[src/rtl/bless_mc_port_alloc_pkg.sv]
// Shared constants and helpers for the BLESS-MC output-port allocator.
package bless_mc_port_alloc_pkg;

  localparam int NUM_PORT       = 5;
  localparam int DST_LIST_WIDTH = 16;
  localparam int AGE_W_DEF      = 4;

  localparam int PORT_N = 0;
  localparam int PORT_E = 1;
  localparam int PORT_S = 2;
  localparam int PORT_W = 3;
  localparam int PORT_L = 4;

  localparam logic [NUM_PORT-1:0] N_MASK = 5'b00001;
  localparam logic [NUM_PORT-1:0] E_MASK = 5'b00010;
  localparam logic [NUM_PORT-1:0] S_MASK = 5'b00100;
  localparam logic [NUM_PORT-1:0] W_MASK = 5'b01000;
  localparam logic [NUM_PORT-1:0] L_MASK = 5'b10000;

  function automatic logic [2:0] popcnt4(input logic [3:0] v);
    popcnt4 = 3'(v[0]) + 3'(v[1]) + 3'(v[2]) + 3'(v[3]);
  endfunction

  function automatic logic [2:0] popcnt5(input logic [4:0] v);
    popcnt5 = popcnt4(v[3:0]) + 3'(v[4]);
  endfunction

endpackage

[src/rtl/bless_mc_rank.sv]
// Combinational flit ranker: oldest first, ties broken by distance from rr_ptr.
// Invalid flits sort after all valid ones so order[] is always a permutation.
module bless_mc_rank
  #(parameter int AGE_W = 4)
  (
    input  logic [3:0]         valid,
    input  logic [4*AGE_W-1:0] age,
    input  logic [1:0]         rr_ptr,
    output logic [3:0][1:0]    order
  );

  logic [3:0][AGE_W-1:0] age_a;
  logic [1:0]            pos;

  assign age_a = age;

  function automatic logic beats(input logic va, input logic vb,
                                 input logic [AGE_W-1:0] aa, input logic [AGE_W-1:0] ab,
                                 input logic [1:0] ra, input logic [1:0] rb);
    if (va != vb)
      beats = va;
    else if (va && (aa != ab))
      beats = (aa > ab);
    else
      beats = (ra < rb);
  endfunction

  always_comb begin
    order = '0;
    pos   = '0;
    for (int i = 0; i < 4; i++) begin
      pos = '0;
      for (int j = 0; j < 4; j++) begin
        if (j != i && beats(valid[j], valid[i], age_a[j], age_a[i],
                            2'(j) - rr_ptr, 2'(i) - rr_ptr))
          pos = pos + 2'd1;
      end
      order[pos] = 2'(i);
    end
  end

endmodule

[src/rtl/bless_mc_port_alloc.sv]
// BLESS-MC per-router output-port allocator: productive/replica pass, then deflection pass.
// Define MC_ALLOC_STATS_EN to build the saturating deflection/replica counters.
module bless_mc_port_alloc
  import bless_mc_port_alloc_pkg::*;
  #(
    parameter int AGE_W  = AGE_W_DEF,
    parameter int NUM_IN = 4,
    parameter int CNT_W  = 16
  )
  (
    input  logic                             clk,
    input  logic                             reset_n,
    input  logic [NUM_IN-1:0]                in_valid,
    input  logic [NUM_IN*AGE_W-1:0]          in_age,
    input  logic [NUM_IN*DST_LIST_WIDTH-1:0] in_dst,
    input  logic [NUM_IN*NUM_PORT-1:0]       in_prod,
    input  logic                             eject_rdy,
    output logic [NUM_IN-1:0]                out_valid,
    output logic [NUM_IN*NUM_PORT-1:0]       out_allocPV,
    output logic [NUM_IN*DST_LIST_WIDTH-1:0] out_dst,
    output logic [1:0]                       rr_ptr,
    output logic [CNT_W-1:0]                 defl_cnt,
    output logic [CNT_W-1:0]                 repl_cnt
  );

  logic [3:0][1:0]          order;
  logic [3:0][NUM_PORT-1:0] prod_a;
  logic [3:0][NUM_PORT-1:0] grant;
  logic [3:0]               free_net;
  logic                     l_free;
  logic [1:0]               idx;
  logic [NUM_PORT-1:0]      avail;
  logic                     found;
  logic [2:0]               lower;

  assign prod_a = in_prod;

  bless_mc_rank #(.AGE_W(AGE_W)) u_rank (
    .valid  (in_valid),
    .age    (in_age),
    .rr_ptr (rr_ptr),
    .order  (order)
  );

  always_comb begin
    grant    = '0;
    free_net = 4'hF;
    l_free   = eject_rdy;
    idx      = '0;
    avail    = '0;
    found    = 1'b0;
    lower    = '0;

    for (int k = 0; k < 4; k++) begin
      idx   = order[k];
      avail = prod_a[idx] & {l_free, free_net};
      if (in_valid[idx] && (avail != '0)) begin
        found = 1'b0;
        for (int p = 0; p < NUM_PORT; p++) begin
          if (avail[p] && !found) begin
            found         = 1'b1;
            grant[idx][p] = 1'b1;
          end
        end
        l_free   = l_free & ~grant[idx][PORT_L];
        free_net = free_net & ~grant[idx][3:0];
        lower    = '0;
        for (int m = 0; m < 4; m++) begin
          if (m > k)
            lower = lower + {2'b00, in_valid[order[m]]};
        end
        // A replica may only consume a network port that no lower-ranked flit will need.
        for (int p = 0; p < 4; p++) begin
          if (prod_a[idx][p] && free_net[p] && ((popcnt4(free_net) - 3'd1) >= lower)) begin
            grant[idx][p] = 1'b1;
            free_net[p]   = 1'b0;
          end
        end
      end
    end

    for (int k = 0; k < 4; k++) begin
      idx   = order[k];
      found = 1'b0;
      if (in_valid[idx] && (grant[idx] == '0)) begin
        for (int p = 0; p < 4; p++) begin
          if (free_net[p] && !found) begin
            found         = 1'b1;
            grant[idx][p] = 1'b1;
            free_net[p]   = 1'b0;
          end
        end
      end
    end
  end

  always_ff @(posedge clk) begin
    if (!reset_n) begin
      out_valid   <= '0;
      out_allocPV <= '0;
      out_dst     <= '0;
      rr_ptr      <= '0;
    end else begin
      out_valid   <= in_valid;
      out_allocPV <= grant;
      out_dst     <= in_dst;
      if (|in_valid)
        rr_ptr <= rr_ptr + 2'd1;
    end
  end

`ifdef MC_ALLOC_STATS_EN
  logic [2:0]     defl_num;
  logic [2:0]     repl_num;
  logic [CNT_W:0] defl_sum;
  logic [CNT_W:0] repl_sum;

  // A deflected flit never holds one of its productive ports: pass 1 would have taken it.
  always_comb begin
    defl_num = '0;
    repl_num = '0;
    for (int i = 0; i < 4; i++) begin
      if (in_valid[i]) begin
        if ((grant[i] & prod_a[i]) == '0)
          defl_num = defl_num + 3'd1;
        repl_num = repl_num + popcnt5(grant[i]) - 3'd1;
      end
    end
  end

  assign defl_sum = {1'b0, defl_cnt} + (CNT_W+1)'(defl_num);
  assign repl_sum = {1'b0, repl_cnt} + (CNT_W+1)'(repl_num);

  always_ff @(posedge clk) begin
    if (!reset_n) begin
      defl_cnt <= '0;
      repl_cnt <= '0;
    end else begin
      defl_cnt <= defl_sum[CNT_W] ? '1 : defl_sum[CNT_W-1:0];
      repl_cnt <= repl_sum[CNT_W] ? '1 : repl_sum[CNT_W-1:0];
    end
  end
`else
  assign defl_cnt = '0;
  assign repl_cnt = '0;
`endif

endmodule
[config.mk]
export PLATFORM = sky130hd
export DESIGN_NAME = bless_mc_port_alloc
export DESIGN_NICKNAME = d
export VERILOG_FILES = /design/src/rtl/bless_mc_port_alloc_pkg.sv /design/src/rtl/bless_mc_rank.sv /design/src/rtl/bless_mc_port_alloc.sv
export SDC_FILE = /design/constraint.sdc
export NUM_CORES = 1
export LEC_CHECK = 0
export ABC_AREA = 1
export CAP_MARGIN = 15
export CORE_MARGIN = 1
export CORE_UTILIZATION = 56
export CTS_CLUSTER_DIAMETER = 100
export DETAILED_ROUTE_END_ITERATION = 8
export PLACE_DENSITY_LB_ADDON = 0.08
export SKIP_LAST_GASP = 1
export SYNTH_ARGS = -nofsm -noshare
export SYNTH_HDL_FRONTEND = slang
export SYNTH_HIERARCHICAL = 1
export SYNTH_SLANG_ARGS = --single-unit
[constraint.sdc]
create_clock -name clk -period 73.3 [get_ports clk]
set_input_delay 14.66 -clock clk [delete_from_list [all_inputs] [get_ports clk]]
set_output_delay 14.66 -clock clk [all_outputs]
set_load 0.05 [all_outputs]
==> results by group, run 1 <==
Run status
  • Outcome: complete, no violations

Clock tree
  • Htree depth: 3
  • Max Root-Sink Buffers: 2
  • Post-cts sizing count: 0
  • Postcts setup bufs: 0
  • Clk Latency, worst-skew pair: 340 ps
  • Worst-path clk slew: 70 ps
  • CTS buffer count: 9
  • CTS tree: built
  • Clock sink total: 90
  • CTS root buffer: clkbuf_16
  • Cts hold-fix bufs: 0

Synth
  • Cell with the most instances after synthesis: nand2_1
  • Seq/Total Area, Yosys: 0.180
  • Predominant post-synthesis flop cell: dfxtp_1
  • Top cell types by occurrence after synthesis: nand2_1 (441), inv_1 (301), nor2_1 (112)
  • Mapped Avg Cell Area: 6.17 um2
  • Post-synth ARST share: 0
  • Post-synth top area share: 0.180
  • Main area contributors after synthesis: dfxtp_1 (18%), nand2_1 (17%), inv_1 (11%), ha_1 (9.3%), nor2_1 (4.2%)
  • #FFs+latches synth: 90
  • Synth area leader: dfxtp_1
  • Post-synthesis cell count: 1621
  • Ys Warns: 6
  • Mapped cell area: 10000 um2
  • Cell variety after synth: 62
  • Post-synth EDFFs: 0

Detailed routing
  • Overall routed net length: 33400 um
  • Post-route ant nets: 0
  • Via density: 5.39
  • DRC errors left: 0
  • Drt wl/cell: 16.6 um
  • DR pass1 iterations: 6
  • Iter 0 DRT Violations: 967
  • Vias post-DR: 10900

Critical path
  • Largest stage delay on the critical path: 490 ps
  • Worst path most repeated cell: nand2_1
  • Critical path class: in2reg
  • Slowest stage cell, crit path: clkinv_1
  • WP data arrival: 39280 ps
  • WP data required: 73550 ps
  • Worst Path Max Fanout: 16
  • Worst r2r path cells: 144
  • Kind of end point of the critical path: flip-flop
  • Worst setup SP type: input port

Floorplan
  • Initial Util: 0.576
  • IO Pins: 229
  • Die Y: 136 um
  • Rows: 48
  • Die X-Extent: 136 um
  • Full die area: 18400 um2
  • Floorplan Core Area: 17400 um2

Cells and area
  • Fin cells: 2020
  • Layout cells sized above 1: 0.0869
  • Layout area overhead: 21.6%
  • Layout Nets: 1981
  • Ant. Diodes: 0

Timing
  • Final critical-path required period: 39030 ps
  • Crit share post-route: 0.532
  • PnR worst setup slack: 34270 ps
  • Final setup vio count: 0
  • Final clock skew: 6.81 ps
  • Slew Limit Fails: 0
  • Slew HR: 0.458
  • Unrepaired setup endpoints after global routing: false
  • Final Hold Viols: 0
  • Setup_tns: 0 ps
  • Worst-Margin Slew: 811 ps
  • Fmax: 25.6 MHz

Placed design
  • Pre-CTS WS: 34300 ps
  • Placed cell count: 2004
  • GPL Wtd Cong: 1.02
  • # port buffers: 196
  • Final HPWL from detailed placement: 26800 um

GRT
  • Number of global-route vias before repair: 10000
  • GRT Overall Usage: 0.361
  • Antenna violations before repair: 0
  • Largest net degree at the start of global routing: 72
  • GR Overflow Total: 0
  • First-pass GRT wire length: 51700 um

Worst hold path
  • Hold WC Path Type: reg2reg
  • Hold depth: 2

Run
  • # Max-Cap Violations: 0
[flip-flops by register name, indices dropped and copies added, names as in the netlist]
register and count:
out_valid 4, rr_ptr 2, out_allocPV 20, out_dst 64
[area by class of cell]
type                    count  area [um2]
multi-input cells        1160        6510
inverters                 324        1220
clock inverters             6        71.3
flip-flops and latches     90        1800
fillers                  1582        5200
well taps                 225         282
clock buffers              10         239
repair buffers            205        2020
[per-stage QoR]
step	utilization	hold slack [ps]	area, um2
floorplan	-	724	10100
global placement	0.682	507	11800
detailed placement	0.682	525	11800
CTS	0.700	536	12200
global route	0.700	592	12200
finish	0.700	539	12200
[final timing paths]
check | end | slack, ps | startpoint
setup / recovery | out_allocPV[11] | 34270 | in_age[10]
hold / removal | rr_ptr[1] | 540 | rr_ptr[1]
setup reg to reg | out_allocPV[11] | 48960 | rr_ptr[0]
hold reg to reg | rr_ptr[1] | 540 | rr_ptr[1]
[worst max-delay path: cells and delay by family]
family,cells,cell delay (ps)
xor+xnor,4,730
simple gates,66,8350
compound gates,19,3290
buf+inv,25,2520
fa+ha+maj,32,9680
[routing by layer]
layer | vias to the layer above | track usage | routed length, um
li1 | 5419 | - | -
met1 | 4764 | 0.425 | 12900
met2 | 569 | 0.606 | 15200
met3 | 136 | 0.0584 | 3290
met4 | 0 | 0.237 | 2100
met5 | - | 0 | 0
[cell usage in the layout, fill, tap and decap left out, drive strengths merged, types with 3 or more instances in the layout]
cell and n:
nand2 474, nor2 146, buf 10, o22ai 26, a21oi 72, a31oi 3
o21ai 80, xor2 5, o211ai 5, fa 10, clkbuf 10, nor3 17
a22oi 11, conb 32, nand3 98, o221ai 5, a221oi 6, o21bai 10
nand3b 4, a21boi 5, clkinv 5, inv 322, clkdlybuf4s50 195, o21a 5
dfxtp 90, ha 74, xnor2 4, nand4 57
[cell families (layout without fill, tap and decap cells)]
family / after synthesis / count (layout) / share of synthesized area
AND/OR/NAND/NOR: 803 / 803 / 0.379
AO/OA/AOI/OAI: 232 / 232 / 0.140
buffers and inverters: 402 / 545 / 0.180
flip-flops: 90 / 90 / 0.180
XOR/XNOR: 9 / 9 / 0.00788
other: 1 / 32 / 0.000375
adder cells (fa/ha/maj): 84 / 84 / 0.113
Power of run 1 is not shown: default switching activity piles up to over one toggle a cycle in this logic, so the estimate is an artifact.
==> run 2, diff against run 1 <==
--- a/config.mk
+++ b/config.mk
@@ -8,7 +8,7 @@
 export ABC_AREA = 1
 export CAP_MARGIN = 15
 export CORE_MARGIN = 1
-export CORE_UTILIZATION = 56
+export CORE_UTILIZATION = 52
 export CTS_CLUSTER_DIAMETER = 100
 export DETAILED_ROUTE_END_ITERATION = 8
 export PLACE_DENSITY_LB_ADDON = 0.08
==> constraint.sdc (replaced) <==
create_clock -name clk -period 39 [get_ports clk]
set_input_delay 7.8 -clock clk [delete_from_list [all_inputs] [get_ports clk]]
set_output_delay 7.8 -clock clk [all_outputs]
set_load 0.05 [all_outputs]
==> results by group, run 2 (synthesis gave the netlist of run 1 again) <==
Run status
  • Outcome: complete, no violations

Floorplan
  • IO Pins: 229
  • Full die area: 19800 um2
  • Floorplan Core Area: 18800 um2
  • Initial Util: 0.533
  • Rows: 50
  • Die Y: 141 um
  • Die X-Extent: 141 um

Cells and area
  • Most frequent cells in the layout: nand2_1 (441), inv_1 (301), clkdlybuf4s50_1 (195)
  • Max FFs per register: 64
  • Ant. Diodes: 0
  • Utilization after layout: 0.647
  • Largest regs: out_dst (64), out_allocPV (20), out_valid (4)
  • Layout Nets: 1982
  • Layout cells sized above 1: 0.0869
  • Most common cell after layout, fill and taps aside: nand2_1
  • Layout area overhead: 21.4%
  • Post-route cell area: 12100 um2
  • Most flops, register: out_dst

Critical path
  • Kind of end point of the critical path: flip-flop
  • Critical path class: in2reg
  • CP bufs+invs: 25
  • WP data required: 39250 ps
  • Worst setup SP type: input port
  • WP data arrival: 32010 ps
  • Crit path max-delay family: adder cells
  • Largest stage delay on the critical path: 500 ps
  • Slowest stage cell, crit path: clkdlybuf4s50_1
  • Worst Path Max Fanout: 16
  • Worst path most repeated cell: nand2_1
  • Flop2flop setup slack: 15040 ps

Timing
  • Final Hold Viols: 0
  • Setup_tns: 0 ps
  • Worst-Margin Slew: 953 ps
  • Slew HR: 0.362
  • Final critical-path required period: 31770 ps
  • Fmax: 31.5 MHz
  • Slew Limit Fails: 0
  • Crit share post-route: 0.814
  • Final setup vio count: 0
  • Unrepaired setup endpoints after global routing: false
  • Final clock skew: 11.5 ps

GRT
  • GR Overflow Total: 0
  • Largest net degree at the start of global routing: 72
  • GRT Overall Usage: 0.349
  • First-pass GRT wire length: 54100 um
  • Antenna violations before repair: 1
  • Number of global-route vias before repair: 10300

Detailed routing
  • DR pass1 iterations: 6
  • Overall routed net length: 34700 um
  • Vias post-DR: 11000
  • DRC errors left: 0
  • Post-route ant nets: 0
  • Drt wl/cell: 17.1 um
  • Iter 0 DRT Violations: 682
  • Via density: 5.41

Clock tree
  • CTS root buffer: clkbuf_16
  • Clk Latency, worst-skew pair: 340 ps
  • CTS buffer count: 9
  • Clock sink total: 90
  • Post-cts sizing count: 0
  • Postcts setup bufs: 0
  • Worst-path clk slew: 70 ps
  • Cts hold-fix bufs: 0
  • Max Root-Sink Buffers: 2
  • Htree depth: 3
  • CTS tree: built

Placed design
  • # port buffers: 196
  • GPL Wtd Cong: 1.02
  • Final HPWL from detailed placement: 27500 um
  • Cell Area, Placed: 11900 um2

Run
  • # Max-Cap Violations: 0

Worst hold path
  • Hold WC Path Type: reg2reg
run 2: layout make-up:
class / instances / area, um2
Fill cell: 1789 / 6630
Clock buffer: 9 / 225
Timing Repair Buffer: 206 / 2030
Tap cell: 234 / 293
Multi-Input combinational cell: 1160 / 6510
Clock inverter: 6 / 50.0
Sequential cell: 90 / 1800
Inverter: 324 / 1220
run 2: final timing paths:
check | from | end | cells past startpoint
setup / recovery | in_age[10] | out_allocPV[11] | 146
hold / removal | rr_ptr[1] | rr_ptr[1] | 2
setup reg to reg | rr_ptr[0] | out_allocPV[11] | 144
hold reg to reg | rr_ptr[1] | rr_ptr[1] | 2
run 2: through the flow:
stage / cells / worst slack (ps) / hold slack (ps)
2_1_floorplan: 1652 / 10560 / 724
3_3_place_gp: 2014 / 7550 / 529
3_5_place_dp: 2014 / 7050 / 547
4_1_cts: 2029 / 7360 / 563
5_1_grt: 2029 / 5060 / 616
6_report: 2029 / 7230 / 563
run 2: metal layers:
| layer | share of wire | global-route usage |
|---|---|---|
| met1 | 0.39 | 0.406 |
| met2 | 0.47 | 0.613 |
| met3 | 0.089 | 0.0608 |
| met4 | 0.052 | 0.186 |
| met5 | 0.00038 | 0 |
run 2: worst min-delay path, stage by stage (launching register included):
cell	delay (ps)
dfxtp_1	370
inv_1	90
a21oi_1	60
Power of run 2 is left out for the same reason.
